## src/rtl/freq_gate_counter.sv

```systemverilog
// freq_gate_counter
//   Measurement front end of the frequency counter. Synchronises sig_in,
//   counts its rising edges over a gate window of GATE_CYCLES clocks and
//   latches the count, saturated at MAX_COUNT, once per window.
//
// Ports:
//   clk    in   system clock, rising edge
//   rst_n  in   asynchronous active-low reset
//   sig_in in   asynchronous signal under measurement
//   hold   in   1 = keep freq/over frozen at the window boundary
//   freq   out  [15:0] latched edge count of the last completed window
//   over   out  last latched window counted more than MAX_COUNT edges
//   valid  out  one-cycle pulse when freq/over have just been updated
module freq_gate_counter #(
  parameter int unsigned GATE_CYCLES = 100000000,
  parameter int unsigned MAX_COUNT   = 9999,
  parameter int unsigned SYNC_STAGES = 2
) (
  input  logic        clk,
  input  logic        rst_n,
  input  logic        sig_in,
  input  logic        hold,
  output logic [15:0] freq,
  output logic        over,
  output logic        valid
);

  localparam int unsigned TMR_W = (GATE_CYCLES > 1) ? $clog2(GATE_CYCLES) : 1;
  // Holds up to ceil(GATE_CYCLES/2) edges so the count cannot wrap in a window.
  localparam int unsigned CNT_W = $clog2(GATE_CYCLES / 2 + 2);
  localparam int unsigned FL_W  = $clog2(SYNC_STAGES + 1);

  localparam logic [TMR_W-1:0] TMR_LAST = TMR_W'(GATE_CYCLES - 1);
  localparam logic [FL_W-1:0]  FL_LAST  = FL_W'(SYNC_STAGES);

  typedef enum logic {
    FLUSH,
    GATE
  } state_t;

  state_t                   state_q,     state_d;
  logic [SYNC_STAGES-1:0]   sync_q,      sync_d;
  logic                     prev_q,      prev_d;
  logic [FL_W-1:0]          flush_cnt_q, flush_cnt_d;
  logic [TMR_W-1:0]         timer_q,     timer_d;
  logic [CNT_W-1:0]         edge_cnt_q,  edge_cnt_d;
  logic [15:0]              freq_q,      freq_d;
  logic                     over_q,      over_d;
  logic                     valid_q,     valid_d;

  logic                     s;
  logic                     edge_det;
  logic [CNT_W-1:0]         total;

  assign s = sync_q[SYNC_STAGES-1];

  always_comb begin
    sync_d      = {sync_q[SYNC_STAGES-2:0], sig_in};
    prev_d      = s;
    state_d     = state_q;
    flush_cnt_d = flush_cnt_q;
    timer_d     = timer_q;
    edge_cnt_d  = edge_cnt_q;
    freq_d      = freq_q;
    over_d      = over_q;
    valid_d     = 1'b0;

    edge_det = s & ~prev_q;
    // An edge seen in the terminal cycle belongs to the closing window.
    total    = edge_cnt_q + CNT_W'(edge_det);

    case (state_q)
      FLUSH: begin
        // Let the sync chain and prev settle so a high sig_in at reset
        // release is not mistaken for a rising edge.
        timer_d    = '0;
        edge_cnt_d = '0;
        if (flush_cnt_q == FL_LAST) begin
          state_d = GATE;
        end else begin
          flush_cnt_d = flush_cnt_q + 1'b1;
        end
      end
      GATE: begin
        if (timer_q == TMR_LAST) begin
          timer_d    = '0;
          edge_cnt_d = '0;
          if (!hold) begin
            if (32'(total) > MAX_COUNT) begin
              freq_d = 16'(MAX_COUNT);
              over_d = 1'b1;
            end else begin
              freq_d = 16'(total);
              over_d = 1'b0;
            end
            valid_d = 1'b1;
          end
        end else begin
          timer_d    = timer_q + 1'b1;
          edge_cnt_d = total;
        end
      end
      default: state_d = FLUSH;
    endcase
  end

  always_ff @(posedge clk or negedge rst_n) begin
    if (!rst_n) begin
      state_q     <= FLUSH;
      sync_q      <= '0;
      prev_q      <= 1'b0;
      flush_cnt_q <= '0;
      timer_q     <= '0;
      edge_cnt_q  <= '0;
      freq_q      <= '0;
      over_q      <= 1'b0;
      valid_q     <= 1'b0;
    end else begin
      state_q     <= state_d;
      sync_q      <= sync_d;
      prev_q      <= prev_d;
      flush_cnt_q <= flush_cnt_d;
      timer_q     <= timer_d;
      edge_cnt_q  <= edge_cnt_d;
      freq_q      <= freq_d;
      over_q      <= over_d;
      valid_q     <= valid_d;
    end
  end

  assign freq  = freq_q;
  assign over  = over_q;
  assign valid = valid_q;

endmodule

```

## config.mk

```make
export PLATFORM = sky130hd
export DESIGN_NAME = freq_gate_counter
export DESIGN_NICKNAME = d
export VERILOG_FILES = /design/src/rtl/freq_gate_counter.sv
export SDC_FILE = /design/constraint.sdc
export NUM_CORES = 1
export LEC_CHECK = 0
export CAP_MARGIN = 10
export CORE_MARGIN = 2
export CORE_UTILIZATION = 30
export CTS_CLUSTER_SIZE = 10
export DETAILED_ROUTE_END_ITERATION = 10
export PLACE_DENSITY = 0.52
export SLEW_MARGIN = 25
export SYNTH_ARGS = -nofsm -noshare
export SYNTH_HDL_FRONTEND = slang
export SYNTH_SLANG_ARGS = --single-unit
```

## constraint.sdc

```tcl
create_clock -name clk -period 8.9 [get_ports clk]
set_clock_uncertainty 0.15 [all_clocks]
set_input_delay 2.225 -clock clk [delete_from_list [all_inputs] [get_ports clk]]
set_output_delay 2.225 -clock clk [all_outputs]
set_load 0.1 [all_outputs]
```

# ---- Yosys cells after proc, flatten, opt, wreduce, memory -nomap -nowiden
# Cells that the tools add are included.
dict set report classes {
  n_addsub 3
  magnitude_cmp 1
  n_eq_ne 2
  muxes 11
  bitwise_logic 5
  n_reduce_logical 2
}
# cell count
set op_table {}
lappend op_table {{27-bit one-hot mux with 2 select lines} 1}
lappend op_table {{26-bit one-hot mux with 2 select lines} 1}
lappend op_table {{27-bit by 1-bit adder with 27-bit output, second input constant} 1}
lappend op_table {{27-bit == test, second input constant} 1}
lappend op_table {{27-bit 2-to-1 mux} 1}
lappend op_table {{26-bit by 1-bit adder with 26-bit output} 1}
lappend op_table {{26-bit by 14-bit greater-than comparator with 1-bit output, second input constant} 1}
lappend op_table {{26-bit 2-to-1 mux} 1}
lappend op_table {{16-bit 2-to-1 mux} 1}
lappend op_table {{1-bit 2-to-1 mux} 6}
lappend op_table {{1-bit NOT} 4}
lappend op_table {{3-bit AND reduction} 1}
lappend op_table {{2-bit by 1-bit adder with 2-bit output, second input constant} 1}
lappend op_table {{2-bit == test, second input constant} 1}
lappend op_table {{2-bit AND reduction} 1}
lappend op_table {{1-bit AND} 1}
dict set report totals {
  regBits 77
  in_bits 4
  out_inout_bits 18
  wordCells 33
}

# ---- Depth between registers and ports, before layout
dict set report depth {
  depth_word 5
  depth_mapped 11
  ltp_nobuf 10
}

# ---- Worst setup path before layout
# OpenSTA, ideal clock, no wires.
dict set report synth_path {
  path_type {input -> register}
  startpoint {input hold}
  endpoint {register freq_q[2] (netlist: freq[2])}
  setup_time_ns 0.125
  t_arrival_ns 3.178
  t_required_ns 8.625
  slack_ns 5.447
  cell_stages 6
  n_path_buf 2
  path_cell_list {and4bb_2 buf_6 o2111a_1 o311a_4 buf_8 a21oi_1}
}
dict set report synth_between {
  elab_chain_cells 2
}
# element line_no
set synth_lines {}
lappend synth_lines {{start, declared} 22} ;# input logic hold,
lappend synth_lines {{1-bit NOT (no source line)} n/a}
lappend synth_lines {{3-bit AND reduction (no source line)} n/a}
lappend synth_lines {{end signal, assigned} 125} ;# freq_q <= freq_d;
lappend synth_lines {{end, declared} 47} ;# logic [15:0] freq_q, freq_d;
# Every way passes these cells.
# A chain may end at the register's enable or synchronous reset.

# ---- Final worst setup path
dict set report layout_path {
  startpoint {register freq_q[4] (netlist: freq[4])}
  endpoint {output freq[4]}
}
# element line_no
set layout_rtl {}
lappend layout_rtl {{end, declared} 23} ;# output logic [15:0] freq,
# No word-level cell between the ends.

==> qor.csv <==
stage;metric;value;unit
timing;unrepaired setup endpoints after global routing;false;
clock_network;clk buf depth;2;
logic_synthesis;flops & latches, synth;77;
worst_setup_path;worst path bufs/invs;1;
timing;Slew @ Worst Pin;982.1;ps
power;Final Power;821.3;µW
power;PD cells;179.5;nW/µm²
timing;Tcrit/Tclk final;47.44;%
clock_network;total clock sinks;77;
place;IO Port Bufs;21;
logic_synthesis;Post-Synthesis Cell Area;3958;µm²
cells_and_area;Fillers;1301;
global_route;grt met3 use;4.454;%
run;number of max-cap violations;0;
global_route;first-pass GRT wire length;13.95;mm
clock_network;CTS tree;built;
worst_setup_path;critical path endpoint category;primary output;
worst_setup_path;crit path kind;reg2out;
logic_synthesis;sequential area share after synthesis;48.69;%
timing;setup TNS;0;ps
clock_network;CTS Root Cell;clkbuf_16;
timing;Hold Violations, Final;0;
timing;worst setup margin;4678;ps
floorplanning;initial core utilization;30.98;%
route;WL/cell;13.65;µm
cells_and_area;fraction of layout cells with a size suffix above 1;9.113;%
clock_network;clk_lat worst skew;340;ps
worst_setup_path;WP data arrival;1850;ps
global_route;GRT Total Usage;12.35;%
worst_setup_path;cell family with most CP delay;buffers and inverters;
global_route;GRT Max-Usage Layer;met2;
route;via count;2777;
cells_and_area;Seq. cell area;1927;µm²
status;outcome;finished clean;
worst_setup_path;Worst path max stage delay;1140;ps
logic_synthesis;Synth warnings;0;
worst_setup_path;Required @ worst endpoint;6530;ps
route;DR pass1 iterations;4;
logic_synthesis;synth unique cells;58;
clock_network;Post CTS Setup Buffer Count;0;
cells_and_area;most common cell after layout, fill and taps aside;nor2_1;
route;post-route ant nets;0;
logic_synthesis;Avg Cell Area, Syn;10.02;µm²
logic_synthesis;number of synthesized flops with an enable pin;0;
worst_setup_path;Startpoint Class;register;
global_route;grt met1 use;16.22;%
logic_synthesis;Mapped Nets;404;
floorplanning;DIE HEIGHT;118.9;µm
logic_synthesis;Post-Synthesis Cells;395;
cells_and_area;P&R area growth vs syn;15.59;%
worst_setup_path;critical path fanouts, max;2;
hold_path;worst hold path type;reg2reg;
logic_synthesis;asr flop ratio synth;100.0;%
clock_network;H-tree levels;3;
logic_synthesis;Primary FF master, synth;dfrtp_1;
timing;Fmax achieved;236.8;MHz
worst_setup_path;slowest CP cell;clkdlybuf4s50_1;
worst_setup_path;CP Cell Sequence;clkdlybuf4s50_1;
floorplanning;row count;41;
global_route;largest net degree at the start of global routing;78;
route;Initial DRC Count;114;
timing;worst hold slack;202.9;ps
cells_and_area;most frequent cells in the layout;78 x nor2_1, 77 x dfrtp_1, 28 x xor2_1;
clock_network;clock-pin slew of the registers on the worst-case setup and hold paths;60;ps
route;Total Routed Length;8.041;mm
floorplanning;die width;118.9;µm
place;Placement Setup Slack;4748;ps
global_route;total congestion overflow;0;
timing;Finish-stage setup viols;0;
clock_network;# hold bufs at CTS;0;
timing;crit path time final;4222;ps
place;GP Congestion;0.7930;
route;Residual DRC;0;
place;hpwl dp;5.399;mm
global_route;vias in the first global route;2822;
floorplanning;die footprint;14130;µm²
floorplanning;Core Area;12770;µm²
timing;Slew HR;34.32;%
global_route;initial antenna violation count;0;
clock_network;CTS resizes;0;
clock_network;CTS Buf Count;9;
power;leakage power;2.034;nW
global_route;met2 Resource Use GR;19.54;%
cells_and_area;nets@finish;422;
timing;final slew viol count;0;
cells_and_area;area of the multi-input gates;1873;µm²
floorplanning;# IOs;22;
power;Peak VDD IR;0.0001245;V
cells_and_area;Ant. Diodes;0;
route;drt via density;4.715;
## metrics by stage
step / util, % / area [µm²] / cells
finish: 35.81 / 4574 / 589
global route: 35.81 / 4574 / 589
CTS: 35.78 / 4571 / 589
detailed placement: 33.32 / 4257 / 574
global placement: 33.32 / 4257 / 574
floorplan: - / 3958 / 395
## cell families after synthesis
kind of cell | synth area share, %
AOI/OAI and AO/OA | 6.671
xor gates and xnor gates | 11.07
muxes | 0.7904
DFF | 48.69
and+or+nand+nor | 27.22
buffers and inverters | 3.984
adders and majority gates | 1.581
## layer usage
layer | part of all wire, % | vias to the layer above
li1 | - | 1392
met1 | 49 | 1348
met4 | 0.83 | 0
met2 | 47 | 32
met3 | 3.5 | 5
met5 | 0 | -
## cells in the mapped netlist (2+ instances only)
cell type / number / area, µm²
a21oi_1: 11 / 55.05
nor4b_1: 5 / 43.79
clkbuf_8: 2 / 27.53
and4_1: 2 / 17.52
or3_1: 3 / 18.77
mux2i_1: 2 / 20.02
nor3b_1: 5 / 37.54
nor4_1: 4 / 25.02
nor2_1: 78 / 292.8
xor2_1: 28 / 245.2
a21o_2: 5 / 43.79
nor3_1: 10 / 50.05
nand4_1: 8 / 50.05
or2_2: 3 / 18.77
nand3_1: 27 / 135.1
nand2_1: 23 / 86.33
ha_1: 5 / 62.56
dfrtp_1: 77 / 1927
and3_1: 13 / 81.33
buf_1: 2 / 7.510
o21ai_0: 4 / 20.02
inv_1: 7 / 26.28
xnor2_1: 22 / 192.7
clkbuf_1: 6 / 22.52
o31ai_1: 2 / 15.01
nor2b_1: 9 / 56.30
## final cells by class
class	instances	share of cell area, %
Clock buffer	10	5.005
Clock inverter	5	1.860
Inverter	7	0.5744
Multi-Input combinational cell	296	40.95
Sequential cell	77	42.12
Tap cell	172	4.705
Timing Repair Buffer	22	4.787
## state kept, by name, indices dropped and copies added (netlist names)
name / count
flush_cnt_q: 2
prev_q: 1
sync_q: 2
edge_cnt_q: 26
timer_q: 27
state_q: 1
valid: 1
freq: 16
over: 1
## final timing paths
path,cells after the start,slack (ps),endpoint,start
max,1,4680,freq[4],freq[4]
min,0,200,sync_q[1],sync_q[0]
max reg2reg,10,5660,freq[9],sync_q[1]
min reg2reg,0,200,sync_q[1],sync_q[0]
max in group asynchronous,1,6330,timer_q[22],rst_n
min in group asynchronous,1,1760,edge_cnt_q[25],rst_n
## power breakdown
| part | switching, mW | internal (mW) |
|---|---|---|
| clock | 0.145 | 0.245 |
| combinational | 0.0310 | 0.0223 |
| sequential | 0.0146 | 0.363 |
No activity file was read; power rests on OpenSTA's default activity.
